### src/rtl/mem_transfer_sequencer.sv
// Multi-byte load/store sequencer between a DATA_WIDTH register word and byte-wide memory.
// Programmable size, auto-incrementing address, selectable endianness and sign/zero extension.
module mem_transfer_sequencer #(
  parameter int unsigned DATA_WIDTH    = 32,
  parameter int unsigned ADDR_WIDTH    = 16,
  parameter bit          LITTLE_ENDIAN = 1'b1,
  localparam int unsigned NUM_BYTES    = DATA_WIDTH / 8,
  localparam int unsigned SZ_W         = $clog2(NUM_BYTES)
) (
  input  logic                  Clock,
  input  logic                  Reset,
  input  logic                  Start,
  input  logic                  Op,
  input  logic [SZ_W-1:0]       Size,
  input  logic                  SignExt,
  input  logic [ADDR_WIDTH-1:0] BaseAddr,
  input  logic [DATA_WIDTH-1:0] StoreData,
  output logic                  Busy,
  output logic                  Done,
  output logic [DATA_WIDTH-1:0] LoadData,
  output logic [ADDR_WIDTH-1:0] Mem_Address,
  output logic [7:0]            Mem_Data,
  output logic                  Mem_WR,
  output logic                  Mem_CS,
  input  logic [7:0]            MemOut
);

  typedef enum logic [1:0] {S_IDLE, S_XFER, S_DONE} state_t;

  state_t                state_q, state_d;
  logic [SZ_W-1:0]       cnt_q, cnt_d, cnt_nx;
  logic                  op_q, op_d;
  logic [SZ_W-1:0]       size_q, size_d;
  logic                  sext_q, sext_d;
  logic [ADDR_WIDTH-1:0] base_q, base_d;
  logic [DATA_WIDTH-1:0] sdata_q, sdata_d;
  logic [DATA_WIDTH-1:0] asm_q, asm_d;
  logic [DATA_WIDTH-1:0] load_d;
  logic                  busy_d, done_d, cs_d, wr_d;
  logic [ADDR_WIDTH-1:0] addr_d;
  logic [7:0]            wdata_d;

  // Word byte touched on a given beat; big-endian walks down from the top byte of the transfer
  function automatic logic [SZ_W-1:0] byte_idx(input logic [SZ_W-1:0] c, input logic [SZ_W-1:0] sz);
    return LITTLE_ENDIAN ? c : SZ_W'(sz - c);
  endfunction

  function automatic logic [7:0] sel_byte(input logic [DATA_WIDTH-1:0] d, input logic [SZ_W-1:0] idx);
    logic [7:0] r;
    r = 8'h00;
    for (int i = 0; i < NUM_BYTES; i++)
      if (SZ_W'(i) == idx) r = d[i*8 +: 8];
    return r;
  endfunction

  function automatic logic [DATA_WIDTH-1:0] put_byte(input logic [DATA_WIDTH-1:0] d,
                                                     input logic [SZ_W-1:0] idx, input logic [7:0] b);
    logic [DATA_WIDTH-1:0] r;
    r = d;
    for (int i = 0; i < NUM_BYTES; i++)
      if (SZ_W'(i) == idx) r[i*8 +: 8] = b;
    return r;
  endfunction

  // Bytes above the transfer size are filled from bit 7 of the top byte, or zeroed
  function automatic logic [DATA_WIDTH-1:0] extend(input logic [DATA_WIDTH-1:0] a,
                                                   input logic [SZ_W-1:0] sz, input logic se);
    logic [DATA_WIDTH-1:0] r;
    logic                  fill;
    r    = a;
    fill = 1'b0;
    for (int i = 0; i < NUM_BYTES; i++)
      if (SZ_W'(i) == sz) fill = se & a[i*8 + 7];
    for (int i = 0; i < NUM_BYTES; i++)
      if (SZ_W'(i) > sz) r[i*8 +: 8] = {8{fill}};
    return r;
  endfunction

  // Next state, operand latches and next values of the registered memory/handshake outputs
  always_comb begin
    state_d = state_q;
    cnt_d   = cnt_q;
    op_d    = op_q;
    size_d  = size_q;
    sext_d  = sext_q;
    base_d  = base_q;
    sdata_d = sdata_q;
    asm_d   = asm_q;
    load_d  = LoadData;
    busy_d  = 1'b0;
    done_d  = 1'b0;
    cs_d    = 1'b1;
    wr_d    = 1'b0;
    addr_d  = '0;
    wdata_d = 8'h00;
    cnt_nx  = cnt_q + SZ_W'(1);
    case (state_q)
      S_IDLE: begin
        if (Start) begin
          op_d    = Op;
          size_d  = Size;
          sext_d  = SignExt;
          base_d  = BaseAddr;
          sdata_d = StoreData;
          cnt_d   = '0;
          asm_d   = '0;
          state_d = S_XFER;
          busy_d  = 1'b1;
          cs_d    = 1'b0;
          wr_d    = Op;
          addr_d  = BaseAddr;
          if (Op) wdata_d = sel_byte(StoreData, byte_idx(SZ_W'(0), Size));
        end
      end
      S_XFER: begin
        if (!op_q) asm_d = put_byte(asm_q, byte_idx(cnt_q, size_q), MemOut);
        cnt_d = cnt_nx;
        if (cnt_q == size_q) begin
          state_d = S_DONE;
          done_d  = 1'b1;
          if (!op_q) load_d = extend(asm_d, size_q, sext_q);
        end else begin
          busy_d = 1'b1;
          cs_d   = 1'b0;
          wr_d   = op_q;
          addr_d = base_q + ADDR_WIDTH'(cnt_nx);
          if (op_q) wdata_d = sel_byte(sdata_q, byte_idx(cnt_nx, size_q));
        end
      end
      S_DONE:  state_d = S_IDLE;
      default: state_d = S_IDLE;
    endcase
  end

  always_ff @(posedge Clock or negedge Reset) begin
    if (!Reset) begin
      state_q     <= S_IDLE;
      cnt_q       <= '0;
      op_q        <= 1'b0;
      size_q      <= '0;
      sext_q      <= 1'b0;
      base_q      <= '0;
      sdata_q     <= '0;
      asm_q       <= '0;
      LoadData    <= '0;
      Busy        <= 1'b0;
      Done        <= 1'b0;
      Mem_CS      <= 1'b1;
      Mem_WR      <= 1'b0;
      Mem_Address <= '0;
      Mem_Data    <= 8'h00;
    end else begin
      state_q     <= state_d;
      cnt_q       <= cnt_d;
      op_q        <= op_d;
      size_q      <= size_d;
      sext_q      <= sext_d;
      base_q      <= base_d;
      sdata_q     <= sdata_d;
      asm_q       <= asm_d;
      LoadData    <= load_d;
      Busy        <= busy_d;
      Done        <= done_d;
      Mem_CS      <= cs_d;
      Mem_WR      <= wr_d;
      Mem_Address <= addr_d;
      Mem_Data    <= wdata_d;
    end
  end

endmodule

### config.mk
export PLATFORM = sky130hd
export DESIGN_NAME = mem_transfer_sequencer
export DESIGN_NICKNAME = d
export VERILOG_FILES = /design/src/rtl/mem_transfer_sequencer.sv
export SDC_FILE = /design/constraint.sdc
export NUM_CORES = 1
export LEC_CHECK = 0
export BUFFER_PORTS_ARGS = -buffer_cell sky130_fd_sc_hd__buf_2
export CORE_UTILIZATION = 55
export DETAILED_ROUTE_END_ITERATION = 8
export PLACE_DENSITY = 0.8
export SLEW_MARGIN = 20
export SYNTH_ARGS = -nofsm -noshare
export SYNTH_HDL_FRONTEND = slang
export SYNTH_SLANG_ARGS = --single-unit
### constraint.sdc
create_clock -name Clock -period 3.4 [get_ports Clock]
set_clock_uncertainty 0.05 [all_clocks]
set_input_delay 0 -clock Clock [delete_from_list [all_inputs] [get_ports Clock]]
set_output_delay 0 -clock Clock [all_outputs]
set_load 0.005 [all_outputs]
== After elaboration in Yosys (flattened, before gate mapping) ==
Index checks and enable logic that the tools add are counted.
Operators by class
  divide/modulo/power cells: 0
  $mul: 0
  bitwise logic cells: 5
  add/subtract/negate cells: 2
  multiplexer cells: 43
  order comparisons: 4
  reduce and logical (&&, ||, !) cells: 9
  equality and inequality tests: 13
  shifts and indexed selects: 0
Operators with widths (count)
  $mux 8: 16
  $mux 32: 3
  $pmux 32 s2: 1
  $mux 16: 2
  $pmux 16 s2: 1
  $add 16x2->16: 1
  $pmux 8 s2: 1
  $eq 2x2->1 const A: 6
  $mux 1: 11
  $logic_not 2->1: 4
  $pmux 2 s2: 2
  $eq 1x2->1 const A: 3
  $mux 2: 3
  $pmux 1 s2: 3
  $reduce_and 2->1: 3
  $and 1x1->1: 4
  $gt 1x2->1 const A: 2
  $gt 2x2->1 const A: 2
  $ne 2x2->1 const B: 2
  $reduce_and 3->1: 1
  $add 2x1->2 const B: 1
  $eq 2x1->1 const B: 1
  $eq 2x2->1: 1
  $reduce_bool 2->1: 1
  $not 1->1: 1
Storage, ports and cells
  latch bits: 0
  memories: 0
  bits in read-only memories: 0
  output and inout port bits: 60
  register bits: 148
  bits in writable memories: 0

== Depth between registers and ports, before layout ==
Gate-level depths: netlist (run 1).
  depth after elaboration: 10
  mapped depth: 8
  mapped depth without buffers: 8

== Least setup slack after synthesis (run 1) ==
Ideal clock, no wire load.
  kind: reg2reg
  start: register cnt_q[0]
  end: register Mem_Address[14]
  arrival: 2.185 ns
  clock period less this slack: 2.376 ns
  path buffers: 0
  cell stages (with the launch flop): 9
  slack: 1.024 ns
  cells stage by stage: dfrtp_1 > inv_1 > ha_1 > inv_1 > fa_1 > nand4b_1 > nor4_1 > xnor2_1 > o21ai_0
Between the ends
  word-level cells in the longest chain between the ends: 4
Ends and longest elaborated chain
  from (decl): line 31  | logic [SZ_W-1:0] cnt_q, cnt_d, cnt_nx;
  from (signal assigned): line 154  | cnt_q <= cnt_d;
  $add 2x1->2: line 96  | cnt_nx = cnt_q + SZ_W'(1);
  $add 16x2->16: line 126  | addr_d = base_q + ADDR_WIDTH'(cnt_nx);
  $mux 16 (*): line 118  | if (cnt_q == size_q) begin
  $pmux 16 s2 (*): line 97  | case (state_q)
  named net addr_d[14]: line 40  | logic [ADDR_WIDTH-1:0] addr_d;
  to (signal assigned): line 166  | Mem_Address <= addr_d;
  to (decl): line 21  | output logic [ADDR_WIDTH-1:0] Mem_Address,
Mark *: on every way through the listed nets, which the timed path passes. The rest lies on a longest branch.
A chain may end at the register's enable or synchronous reset.

== Worst setup path in the final report (run 1) ==
Same ends and word-level chain as after synthesis.

==> impl_metrics.py, run 1 <==
metrics = {
    "synthesis": {
        "synthesis.nets": 733,
        "yosys_register_bits": 148,
        "synth_area_um2": 6530,
        "synth.largest_area_cell": "dfrtp_1",
        "async_flop_share_pct": 100,
        "ys_seq_area_share_pct": 56.7,
        "syn_avg_cell_area_um2": 9.91,
        "synth_edf_count": 0,
        "syn_inst": 659,
        "synth.distinct_cells": 48,
        "ys.flop_type": "dfrtp_1",
        "yosys_warnings": 0,
        "synth_top_area_share_pct": 56.3,
        "synth.area.top_cells": "dfrtp_1 (56%), nand2_1 (9.8%), o21ai_0 (3.9%), mux2i_1 (3.5%), nor2_1 (2.5%)",
    },
    "floorplan": {
        "die_h_um": 111,
        "io_pins": 123,
        "std_cell_rows": 39,
        "core-area_um2": 11500,
        "die-width_um": 111,
        "initial_utilization_pct": 56.7,
        "dieArea_um2": 12300,
    },
    "critical_path": {
        "endpoint_kind": "flop",
        "rrSetupSlack_ns": 0.73,
        "timing.rr.end": "Mem_Address[14]",
        "cp_max_fo": 8,
        "path_buf_inv": 2,
        "worst_r2r_path_depth": 8,
        "path_depth": 8,
        "crit_arrival_ns": 2.91,
        "worstSetupPathType": "reg -> reg",
        "slowest_delay_ns": 0.49,
        "timing.critical_path.from": "cnt_q[0]",
        "crit_family": "adder cells",
        "worst_path_most_repeated_cell": "inv_1",
        "crit_chain": "inv_1 > ha_1 > inv_1 > fa_1 > nand4b_1 > nor4_1 > xnor2_1 > o21ai_0",
        "reg2reg_from": "cnt_q[0]",
        "start_kind": "flop",
        "required_ns": 3.64,
        "cpMaxStageDelayCell": "dfrtp_1",
        "crit_end": "Mem_Address[14]",
    },
    "placement": {
        "gp_congestion": 0.861,
        "place_inst": 895,
        "io_buffers": 122,
        "place_area_um2": 7250,
        "hpwl_mm": 10.1,
    },
    "final_layout": {
        "finalNonFillerCells": 985,
        "drive_above_1_share_pct": 20.5,
        "regArea_um2": 3700,
        "most-common-layout-cells": "nand2_1 (170), dfrtp_1 (147), buf_2 (121), dlygate4sd3_1 (60), o21ai_0 (51)",
        "n_fill_cell": 752,
        "area_growth_syn_to_layout_pct": 29.2,
        "nets": 905,
        "stdcell_area_um2": 8440,
        "final_util_pct": 73.3,
        "multi_input_area_um2": 2620,
        "final_common_cell": "nand2_1",
        "antenna_cells": 0,
    },
    "grt": {
        "busiest_layer": "met2",
        "grt_use_total_pct": 30.0,
        "antenna_found_initial": 0,
        "grtUsageMet3_pct": 6.89,
        "grt_max_degree": 79,
        "grt-ovfl-total": 0,
        "grtUsageMet1_pct": 37.3,
        "grt_pass1_wl_mm": 28.5,
        "grt_use_met2_pct": 50.4,
        "grt_pass1_vias": 5732,
    },
    "cts": {
        "clk_pin_slew_worst_paths_ns": 0.06,
        "clockBufferDepth": 2,
        "cts_tree": "built",
        "cts.htree.levels": 4,
        "cts_root_buf": "clkbuf_16",
        "cts_made_buffers": 17,
        "postCtsSetupBuffers": 0,
        "clk_latency_ns": 0.42,
        "cts_sinks": 148,
    },
    "detailed_routing": {
        "via_per_inst": 5.72,
        "drt-pass1-iter-count": 9,
        "drtAntennaViolNets": 0,
        "drt_wl_total_mm": 17.2,
        "drc": 12,
        "vias": 5637,
        "wl_per_cell_um": 17.4,
        "drt_iter0_drc": 482,
    },
    "run_status": {
        "violations": "DRC",
        "status": "finished with violations",
    },
    "timing": {
        "period_share_pct": 78.7,
        "finalCriticalPeriod_ns": 2.67,
        "tns_ns": 0,
        "slew_headroom_pct": 31.2,
        "grt_setup_unrepaired": "false",
        "setup-violations-final": 0,
        "finalHoldViolCount": 0,
        "clock.fmax_mhz": 374,
        "slew_viol_final": 0,
        "worst_pin_slew_ns": 1.03,
    },
    "power_and_ir_drop": {
        "finalPower_mw": 7.90,
        "p_leak_nw": 4.19,
        "vdd_drop_max_mv": 0.458,
        "power_per_cell_area_nw_per_um2": 937,
    },
    "run": {
        "drv_cap": 0,
    },
    "worst_hold_path": {
        "hold_class": "in -> reg",
    },
}
## registers in the layout (all words and copies together) (netlist names)
register and flops:
LoadData 32, Mem_WR 1, Busy 1, sext_q 1, cnt_q 2, Mem_Data 8, op_q 1, size_q 2
Mem_Address 16, state_q 2, asm_q 32, sdata_q 32, Mem_CS 1, Done 1, base_q 16
## metal layers
metal | up-vias | wire [um]
met2 | 290 | 8560
met4 | 0 | 446
met3 | 45 | 1380
li1 | 2581 | -
met5 | - | 0
met1 | 2721 | 6800
## worst min-delay path by stage
stage	endpoint	from	slack [ns]	cells after the start
after floorplan	Busy	Reset	-0.35	0
after global placement	LoadData[6]	Reset	0.01	1
after detailed placement	LoadData[6]	Reset	0.03	1
after CTS	asm_q[21]	Start	0.08	5
after global routing	asm_q[17]	Start	0.12	5
final	asm_q[17]	Start	0.09	5
## worst register-to-register path, delay by kind of cell (launching register included)
| family | cells | cell delay [ns] |
|---|---|---|
| adders and majority gates | 2 | 0.78 |
| and+or+nand+nor | 2 | 0.73 |
| DFF | 1 | 0.49 |
| buffers and inverters | 2 | 0.23 |
| xor gates and xnor gates | 1 | 0.17 |
| AOI/OAI and AO/OA | 1 | 0.10 |
## power breakdown
part | switching [mW] | leakage (nW) | internal (mW)
clock | 0.697 | 0.284 | 1.18
sequential | 0.550 | 1.87 | 2.56
combinational | 1.67 | 2.03 | 1.25
total | 2.92 | 4.19 | 4.98
## what timing repair did
item | CTS | global route
setup endpoints to repair | 0 | 0
gates resized for setup | 0 | 0
hold endpoints to repair | 183 | 0
hold buffers | 60 | 0
## synthesized netlist by cell type, types with 2 or more instances
master	count
clkbuf_1	29
buf_2	2
and2_1	2
buf_4	3
mux2i_1	23
mux2_2	9
nor2b_1	6
nand3_1	13
a221o_1	7
nor3_1	5
nor2_1	43
a21oi_1	18
nand2b_1	11
o21bai_1	2
nand2_1	170
a21o_1	2
a22o_1	16
nor4_1	3
inv_1	17
a31oi_1	16
a22oi_1	8
or4_1	2
nand4_1	2
o21ai_0	51
o22a_1	8
dfrtp_1	147
o211ai_1	2
ha_1	10
xor2_1	3
xnor2_1	11
## metrics by stage
| stage | setup slack [ns] | hold WS, ns |
|---|---|---|
| after floorplan | 1.02 | -0.346 |
| after global placement | 0.859 | 0.0144 |
| after detailed placement | 0.759 | 0.0279 |
| after CTS | 0.727 | 0.0832 |
| after global routing | 0.527 | 0.119 |
| final | 0.725 | 0.0929 |
## final cells by class
class                      instances  area share [%]
sequential                       148            43.9
multi-input combinational        458            31.0
timing repair buffer             189            15.2
clock buffer                      20            5.41
tap                              143            2.12
clock inverter                    10            1.57
inverter                          17           0.756
## logic make-up after synthesis
kind of cell             after synthesis  synth area share, %
flip-flops                           148                 56.7
adder cells (fa/ha/maj)               11                 2.22
multiplexers                          32                 5.08
XOR/XNOR                              14                 1.88
AO/OA/AOI/OAI                        135                 13.4
AND/OR/NAND/NOR                      266                 17.4
buffers and inverters                 53                 3.37
(Power assumes the default switching activity.)
==> inputs of run 2 (changes only) <==
--- a/config.mk
+++ b/config.mk
@@ -6,9 +6,9 @@
 export NUM_CORES = 1
 export LEC_CHECK = 0
 export BUFFER_PORTS_ARGS = -buffer_cell sky130_fd_sc_hd__buf_2
-export CORE_UTILIZATION = 55
+export CORE_UTILIZATION = 50
 export DETAILED_ROUTE_END_ITERATION = 8
-export PLACE_DENSITY = 0.8
+export PLACE_DENSITY = 0.77
 export SLEW_MARGIN = 20
 export SYNTH_ARGS = -nofsm -noshare
 export SYNTH_HDL_FRONTEND = slang
==> constraint.sdc (replaced) <==
create_clock -name Clock -period 2.4 [get_ports Clock]
set_clock_uncertainty 0.05 [all_clocks]
set_input_delay 0 -clock Clock [delete_from_list [all_inputs] [get_ports Clock]]
set_output_delay 0 -clock Clock [all_outputs]
set_load 0.005 [all_outputs]
==> impl_metrics.py, run 2 (synthesized netlist as in run 1, its figures left out) <==
metrics = {
    "run_status": {
        "status": "finished clean",
    },
    "floorplan": {
        "core-area_um2": 12700,
        "io_pins": 123,
        "initial_utilization_pct": 51.5,
        "dieArea_um2": 13500,
        "die-width_um": 116,
        "die_h_um": 116,
        "std_cell_rows": 41,
    },
    "placement": {
        "gp_congestion": 0.853,
        "place_inst": 941,
        "hpwl_mm": 10.6,
        "io_buffers": 122,
    },
    "detailed_routing": {
        "drt_wl_total_mm": 16.8,
        "wl_per_cell_um": 16.3,
        "drc": 0,
        "via_per_inst": 5.44,
        "drt_iter0_drc": 362,
        "drt-pass1-iter-count": 5,
        "vias": 5620,
        "drtAntennaViolNets": 0,
    },
    "final_layout": {
        "multi_input_area_um2": 2650,
        "area_growth_syn_to_layout_pct": 32.1,
        "finalNonFillerCells": 1033,
        "top_regs": "LoadData x32, asm_q x32, sdata_q x32",
        "nets": 922,
        "n_fill_cell": 967,
        "drive_above_1_share_pct": 22.6,
        "most-common-layout-cells": "nand2_1 (170), dfrtp_1 (147), buf_2 (121), dlygate4sd3_1 (60), o21ai_0 (51)",
        "antenna_cells": 0,
        "regArea_um2": 3700,
        "final_common_cell": "nand2_1",
    },
    "critical_path": {
        "reg2reg_from": "cnt_q[0]",
        "worstSetupPathType": "reg -> reg",
        "required_ns": 2.70,
        "cp_max_fo": 5,
        "crit_arrival_ns": 2.59,
        "timing.critical_path.from": "cnt_q[0]",
        "endpoint_kind": "flop",
        "start_kind": "flop",
    },
    "power_and_ir_drop": {
        "seq_power_share_pct": 38.1,
        "p_comb_share_pct": 39.2,
        "intPower_mw": 7.13,
        "p_leak_nw": 4.27,
        "p_clk_share_pct": 22.8,
        "power_per_cell_area_nw_per_um2": 1310,
        "vdd_drop_max_mv": 0.642,
        "switchingPower_mw": 4.14,
        "swShare_pct": 36.7,
    },
    "grt": {
        "grt-ovfl-total": 0,
        "antenna_found_initial": 0,
        "grt_use_total_pct": 26.7,
        "grt_pass1_wl_mm": 27.2,
        "grt_max_degree": 63,
        "grt_pass1_vias": 5623,
    },
    "timing": {
        "clock.fmax_mhz": 437,
        "worst_pin_slew_ns": 0.716,
        "slew_viol_final": 0,
        "finalHoldViolCount": 0,
        "tns_ns": 0,
        "setup-violations-final": 0,
        "finalCriticalPeriod_ns": 2.29,
        "holdWs_ns": 0.0247,
        "period_share_pct": 95.4,
        "slew_headroom_pct": 51.8,
    },
    "cts": {
        "cts_root_buf": "clkbuf_16",
        "clk_latency_ns": 0.42,
        "cts.htree.levels": 4,
        "cts_made_buffers": 17,
        "cts_sinks": 148,
        "clk_pin_slew_worst_paths_ns": 0.06,
        "cts_tree": "built",
        "clockBufferDepth": 2,
    },
    "worst_hold_path": {
        "hp-start": "Start",
        "hold_class": "in -> reg",
    },
    "run": {
        "drv_cap": 0,
    },
}
## run 2: cell types whose count changed in the layout (fill, tap and decap cells not counted), sizes merged
cell and delta:
buf +17, clkinv +3, clkbuf +2, clkinvlp -2, bufinv -1
## run 2: final timing paths
| kind | endpoint | slack, ns | cells after the start |
|---|---|---|---|
| max in group asynchronous | Mem_CS | 1.50 | 3 |
| min | asm_q[23] | 0.02 | 4 |
| min reg2reg | sdata_q[10] | 0.43 | 2 |
| max reg2reg | Mem_Address[15] | 0.11 | 7 |
| min in group asynchronous | LoadData[3] | 0.08 | 2 |
| max | Mem_Address[15] | 0.11 | 7 |
## run 2: repair_timing
item / in CTS / in global routing
endpoints found under the setup margin: 0 / 3
resized for setup: 0 / 5
hold buffers: 60 / 0
endpoints found under the hold margin: 215 / 0
buffers inserted: 0 / 0
## run 2: through the flow
stage	util, %	worst slack, ns	cell area [um^2]	power [mW]
after floorplan	-	0.0237	6530	6.97
after global placement	58.6	0.142	7420	8.38
after detailed placement	58.6	0.0427	7420	8.57
after CTS	67.8	0.0196	8590	11.2
after global routing	68.1	-0.0172	8620	12.1
final	68.1	0.111	8620	11.3
## run 2: final cells by class
| type | instances | share of cell area [%] |
|---|---|---|
| sequential | 148 | 43.0 |
| inverter | 17 | 0.740 |
| tap | 172 | 2.50 |
| multi-input combinational | 458 | 30.7 |
| clock buffer | 22 | 5.38 |
| timing repair buffer | 206 | 16.5 |
| clock inverter | 10 | 1.23 |
## run 2: power groups by stage
stage                     clock network (mW)  logic (mW)  registers, mW
after global routing                    2.70        4.95           4.41
after CTS                               2.59        4.37           4.28
after detailed placement                   0        4.27           4.30
final                                   2.57        4.42           4.29
after floorplan                            0        2.73           4.24
after global placement                     0        4.12           4.26
## run 2: layer usage
| metal | global-route usage (%) | vias up | share of wire (%) |
|---|---|---|---|
| li1 | - | 2628 | - |
| met5 | 0 | - | 0 |
| met1 | 33.1 | 2775 | 43 |
| met2 | 45.5 | 188 | 51 |
| met4 | 11.3 | 0 | 1.6 |
| met3 | 5.45 | 29 | 4.6 |
## run 2: critical path, cell delays in order, from the launching register on
cell and delay, ns:
dfrtp_1 0.38, inv_1 0.21, ha_4 0.25, ha_1 0.27
a21oi_1 0.08, or3_1 0.38, or4_1 0.50, nand3_1 0.10
